==> config.mk <==
export PLATFORM = sky130hd
export DESIGN_NAME = mixer_sequencer
export DESIGN_NICKNAME = d
export VERILOG_FILES = /design/src/rtl/mixer_sequencer.sv
export SDC_FILE = /design/constraint.sdc
export NUM_CORES = 1
export LEC_CHECK = 0
export ABC_AREA = 1
export CAP_MARGIN = 15
export CORE_ASPECT_RATIO = 0.9
export CORE_MARGIN = 5
export CORE_UTILIZATION = 50
export CTS_BUF_LIST = sky130_fd_sc_hd__clkbuf_8
export CTS_CLUSTER_SIZE = 14
export DETAILED_ROUTE_END_ITERATION = 10
export PLACE_DENSITY_LB_ADDON = 0.15
export SKIP_LAST_GASP = 1
export SLEW_MARGIN = 20
export SYNTH_ARGS = -nofsm -noshare
export SYNTH_HDL_FRONTEND = slang
export SYNTH_SLANG_ARGS = --single-unit
==> constraint.sdc <==
create_clock -name clk -period 6.5 [get_ports clk]
set_clock_uncertainty 0.15 [all_clocks]
set_input_delay 1.3 -clock clk [delete_from_list [all_inputs] [get_ports clk]]
set_output_delay 1.3 -clock clk [all_outputs]
set_load 0.02 [all_outputs]
==> src/rtl/mixer_sequencer.sv <==
`default_nettype none
// +----------------------------------------------------------------------------+
// | Module   : mixer_sequencer                                                 |
// | Purpose  : Time-shares one two-input mixer between N_REQ requesters.       |
// |            Grants ownership round-robin, then steps the valve/pump         |
// |            controls through load-A, load-B, mix and flush phases and       |
// |            pulses done to the owner. abort cuts an operation short but     |
// |            always drains the chamber through FLUSH.                        |
// | Ports    : clk, rst_n        clock, asynchronous active-low reset          |
// |            req[N_REQ]        level requests                                |
// |            mix_len           per-requester mix length, CNT_W bits each     |
// |            abort             end current operation early (via FLUSH)       |
// |            grant[N_REQ]      one-hot owner of the mixer                    |
// |            busy              sequence in progress                          |
// |            valve_a/valve_b   inlet valves                                  |
// |            pump_en           mixing pump                                   |
// |            valve_out         outlet (drain) valve                          |
// |            done[N_REQ]       one-cycle completion pulse to the owner       |
// |            aborted           qualifies done: operation was aborted         |
// | Revision : 1.0  initial release                                            |
// +----------------------------------------------------------------------------+
module mixer_sequencer #(
   parameter int N_REQ        = 4,
   parameter int CNT_W        = 8,
   parameter int LOAD_CYCLES  = 4,
   parameter int FLUSH_CYCLES = 4
) (
   input  logic                     clk,
   input  logic                     rst_n,
   input  logic [N_REQ-1:0]         req,
   input  logic [N_REQ*CNT_W-1:0]   mix_len,
   input  logic                     abort,
   output logic [N_REQ-1:0]         grant,
   output logic                     busy,
   output logic                     valve_a,
   output logic                     valve_b,
   output logic                     pump_en,
   output logic                     valve_out,
   output logic [N_REQ-1:0]         done,
   output logic                     aborted
);

   localparam int IDX_W = (N_REQ > 1) ? $clog2(N_REQ) : 1;

   typedef enum logic [2:0] {
      IDLE   = 3'd0,
      LOAD_A = 3'd1,
      LOAD_B = 3'd2,
      MIX    = 3'd3,
      FLUSH  = 3'd4,
      DONE   = 3'd5
   } state_t;

   state_t             state, state_nx;
   logic [CNT_W-1:0]   cnt, cnt_nx;
   logic [CNT_W-1:0]   len, len_nx;
   logic [IDX_W-1:0]   ptr, ptr_nx;
   logic               ab_flag, ab_flag_nx;
   logic [N_REQ-1:0]   grant_nx;

   // ---------------------------------------------------------------
   // Round-robin search: first set req bit at or above ptr, wrapping.
   // ---------------------------------------------------------------
   logic [IDX_W:0]     pos;
   logic               found;
   logic [IDX_W-1:0]   sel;
   logic [CNT_W-1:0]   sel_len;

   always_comb begin
      found = 1'b0;
      sel   = '0;
      pos   = '0;
      for (int k = 0; k < N_REQ; k++) begin
         pos = {1'b0, ptr} + (IDX_W+1)'(k);
         if (pos >= (IDX_W+1)'(N_REQ)) begin
            pos = pos - (IDX_W+1)'(N_REQ);
         end
         if (!found && req[pos[IDX_W-1:0]]) begin
            found = 1'b1;
            sel   = pos[IDX_W-1:0];
         end
      end
   end

   assign sel_len = mix_len[sel*CNT_W +: CNT_W];

   // ---------------------------------------------------------------
   // Next-state logic. Each phase counter is loaded with (length-1) on
   // entry and the phase ends on the cycle it reads 0.
   // ---------------------------------------------------------------
   always_comb begin
      state_nx   = state;
      cnt_nx     = cnt;
      len_nx     = len;
      ptr_nx     = ptr;
      ab_flag_nx = ab_flag;
      grant_nx   = grant;

      case (state)
         IDLE: begin
            cnt_nx = '0;
            if (found) begin
               state_nx   = LOAD_A;
               cnt_nx     = CNT_W'(LOAD_CYCLES - 1);
               grant_nx   = N_REQ'(1) << sel;
               // a zero mix length still runs the pump for one cycle
               len_nx     = (sel_len == '0) ? CNT_W'(1) : sel_len;
               ptr_nx     = (sel == IDX_W'(N_REQ - 1)) ? '0 : sel + 1'b1;
               ab_flag_nx = 1'b0;
            end
         end
         LOAD_A: begin
            if (abort) begin
               state_nx   = FLUSH;
               cnt_nx     = CNT_W'(FLUSH_CYCLES - 1);
               ab_flag_nx = 1'b1;
            end else if (cnt == '0) begin
               state_nx = LOAD_B;
               cnt_nx   = CNT_W'(LOAD_CYCLES - 1);
            end else begin
               cnt_nx = cnt - 1'b1;
            end
         end
         LOAD_B: begin
            if (abort) begin
               state_nx   = FLUSH;
               cnt_nx     = CNT_W'(FLUSH_CYCLES - 1);
               ab_flag_nx = 1'b1;
            end else if (cnt == '0) begin
               state_nx = MIX;
               cnt_nx   = len - 1'b1;
            end else begin
               cnt_nx = cnt - 1'b1;
            end
         end
         MIX: begin
            if (abort) begin
               state_nx   = FLUSH;
               cnt_nx     = CNT_W'(FLUSH_CYCLES - 1);
               ab_flag_nx = 1'b1;
            end else if (cnt == '0) begin
               state_nx = FLUSH;
               cnt_nx   = CNT_W'(FLUSH_CYCLES - 1);
            end else begin
               cnt_nx = cnt - 1'b1;
            end
         end
         FLUSH: begin
            if (cnt == '0) begin
               state_nx = DONE;
               cnt_nx   = '0;
            end else begin
               cnt_nx = cnt - 1'b1;
            end
         end
         DONE: begin
            state_nx   = IDLE;
            cnt_nx     = '0;
            grant_nx   = '0;
            ab_flag_nx = 1'b0;
         end
         default: begin
            state_nx   = IDLE;
            cnt_nx     = '0;
            grant_nx   = '0;
            ab_flag_nx = 1'b0;
         end
      endcase
   end

   // ---------------------------------------------------------------
   // State and output registers. Outputs are decoded from the next
   // state so that each registered output lines up with the state
   // register, with no combinational path to the valve driver.
   // ---------------------------------------------------------------
   always_ff @(posedge clk or negedge rst_n) begin
      if (!rst_n) begin
         state     <= IDLE;
         cnt       <= '0;
         len       <= '0;
         ptr       <= '0;
         ab_flag   <= 1'b0;
         grant     <= '0;
         busy      <= 1'b0;
         valve_a   <= 1'b0;
         valve_b   <= 1'b0;
         pump_en   <= 1'b0;
         valve_out <= 1'b0;
         done      <= '0;
         aborted   <= 1'b0;
      end else begin
         state     <= state_nx;
         cnt       <= cnt_nx;
         len       <= len_nx;
         ptr       <= ptr_nx;
         ab_flag   <= ab_flag_nx;
         grant     <= grant_nx;
         busy      <= (state_nx != IDLE);
         valve_a   <= (state_nx == LOAD_A);
         valve_b   <= (state_nx == LOAD_B);
         pump_en   <= (state_nx == MIX);
         valve_out <= (state_nx == FLUSH);
         done      <= (state_nx == DONE) ? grant_nx : '0;
         aborted   <= (state_nx == DONE) && ab_flag_nx;
      end
   end

endmodule
`default_nettype wire

==> metrics.cfg <==
[run_status]
status = finished clean

[worst_setup_path]
crit_slowest_cell = nand2_1
cp_cell_sequence = clkdlybuf4s50_1, inv_1, nand2_2, nand3_2, nand2_2, nor2_4, nand3_4, nand2_1, inv_1, o21ai_0, nor3_1
cp-startpoint = req[1]
reg2reg_from = ptr[0]
cp-endpoint = done[3]
end_kind = flip-flop
crit_path_max_fanout = 26
start_kind = input pin
cp_num_buf_inv = 3
crit_family = simple AND/OR/NAND/NOR gates
rr_worst_depth = 11
worstPathArrival_ns = 3.46
ff2ff_setup_slack_ns = 3.72
r2r-end = done[3]
crit_type = in2reg
slowest_delay_ns = 0.57
crit_cells = 11
cp.required_ns = 6.53

[sta]
slew_headroom = 0.506
finalHoldViolCount = 0
min_period_ns = 3.44
setup_viol = 0
hold_ws_ns = 0.365
finalSetupTns_ns = 0
drv_slew = 0
worstMarginPinSlew_ns = 0.740
max_freq_mhz = 291
rsz0062_at_grt = false
finalCritPeriodShare = 0.529

[clocking]
clkSlewWorstSetupHoldPaths_ns = 0.07
clockRootBuffer = clkbuf_8
cts_buffers = 5
clock-sinks = 36
ctsResizeCount = 0
cts_setup_buffers = 0
htreeDepth = 2
cts_tree = yes
clk_path_buf_depth = 2
clkLatencyLatePin_ns = 0.29
cts_hold_buf = 0

[route]
drt-pass1-iter-count = 4
top_layer = met4
wl_met3_um = 316
met2_length_mm = 2.66
vias = 2333
drtIter0Drc = 152
post_drt_wl_per_cell_um = 12.5
drt-total-wl_mm = 5.65
drt-vias-per-instance = 5.17
drc_errors = 0
met1_length_mm = 2.60
drtAntennaViolNets = 0

[cells_and_area]
n_antenna_cell = 0
final_cell_mix = 88 x nand2_1, 52 x clkdlybuf4s50_1, 44 x nand3_1
syn_to_final_growth_pct = 28.7
final_common_cell = nand2_1
layout-drive-gt1-share = 0.0797
nets = 434
stdcell_count = 451

[synth]
synth_area_per_cell_sq_um = 7.11
synthFlopType = dfrtp_1
synth_nets = 380
synth-seq-cells = 36
yosysWarnings = 0
syn_area_sq_mm = 0.00237
syn_inst = 334
yosysUniqueCellTypes = 37
ys_seq_area_frac = 0.379
synth_edf_count = 0
async_reset_ff_frac = 1.00

[floorplanning]
ios = 53
dieArea_sq_mm = 0.00623
fp-row-count = 23
initial_core_util = 0.526
die_y_um = 75.4
die_x_um = 82.6
core_area_sq_mm = 0.00452

[power]
p_int_w = 0.000803
power.leakage_nw = 1.49
pwr-share-seq = 0.231
swShare = 0.516
power_switching_w = 0.000857
power_frac_comb = 0.651
peakVddDrop_uv = 303
clkPwrFrac = 0.118
finalPower_w = 0.00166
powerDensity_mw_per_mm2 = 543

[place]
routabilityCongestion = 0.921
port_buffers = 52
dp_hpwl_mm = 4.39
dpl.cell_count = 443

[global_route]
grt_usage = 0.200
gr-total-overflow = 0
grt_pass1_vias = 2239
grt_pass1_wl_mm = 9.69
grt_start_max_net_pins = 37
grt_antenna_before_repair = 0

[hold_path]
min_path_type = reg2reg

[job]
cap_violations = 0

-- tightest hold or removal path, delay by kind of cell (launching register included) --
kind | cells | cell delay, ns
AO/OA/AOI/OAI | 1 | 0.06
flip-flops | 1 | 0.35
AND/OR/NAND/NOR | 1 | 0.07
-- sequential cells by signal, indices dropped and copies added (netlist names), 2 cells and up --
signal,count
state,3
len,8
ptr,2
done,4
grant,4
cnt,8
-- worst min-delay path by stage --
stage,start,cells after the start,endpoint,slack [ns]
after floorplan,len[1],2,len[1],0.30
after global placement,len[2],2,len[2],0.33
after detailed placement,len[2],2,len[2],0.36
after CTS,len[2],2,len[2],0.38
after global routing,grant[0],2,grant[0],0.40
final,len[2],2,len[2],0.36
-- layout make-up --
type | instances | area (sq um)
Clock inverter | 3 | 42.5
Timing Repair Buffer | 54 | 536
Tap cell | 62 | 77.6
Fill cell | 406 | 1460
Sequential cell | 36 | 901
Clock buffer | 5 | 68.8
Multi-Input combinational cell | 248 | 1270
Inverter | 43 | 161
-- power groups by stage --
stage | registers [W] | clock network, W | logic, W
after floorplan | 0.000392 | 0 | 0.000820
after global placement | 0.000384 | 0 | 0.00106
after detailed placement | 0.000387 | 0 | 0.00108
after CTS | 0.000383 | 0.000196 | 0.00108
after global routing | 0.000396 | 0.000209 | 0.00123
final | 0.000384 | 0.000195 | 0.00108
-- cells by family after synthesis --
kind of cell,count (synthesis),share of synthesized area
fa+ha+maj,7,0.0369
simple gates,194,0.374
flops,36,0.379
xor+xnor,3,0.0111
buf+inv,50,0.0859
compound gates,44,0.113
-- per-layer routing --
layer  vias up  global-route usage
li1       1199                   -
met1      1064               0.265
met2        59               0.339
met3        11              0.0426
met4         0              0.0454
met5         -                   0
-- stage by stage --
| step | setup WS (ns) | util | area (sq um) |
|---|---|---|---|
| 2_1_floorplan | 3.57 | - | 2370 |
| 3_3_place_gp | 2.84 | 0.652 | 2950 |
| 3_5_place_dp | 2.77 | 0.652 | 2950 |
| 4_1_cts | 3.07 | 0.677 | 3060 |
| 5_1_grt | 2.80 | 0.677 | 3060 |
| 6_report | 3.06 | 0.677 | 3060 |
-- synthesized netlist by cell type, types with 2 or more instances --
cell | count | share of area
or2_2 | 2 | 0.0053
inv_1 | 40 | 0.063
a211oi_1 | 4 | 0.013
ha_1 | 7 | 0.037
buf_6 | 2 | 0.0095
o21ai_0 | 19 | 0.040
xor2_1 | 2 | 0.0074
nand2_4 | 2 | 0.0095
nor3_1 | 8 | 0.017
nand2_1 | 88 | 0.14
clkbuf_1 | 4 | 0.0063
nand3_2 | 2 | 0.0084
a21oi_1 | 9 | 0.019
nor2_1 | 31 | 0.049
inv_2 | 2 | 0.0032
a311oi_1 | 3 | 0.011
dfrtp_1 | 36 | 0.38
nand4_1 | 3 | 0.0079
a221oi_1 | 2 | 0.0074
nand2_2 | 8 | 0.021
nand3_1 | 44 | 0.093
(Power assumes the default switching activity.)
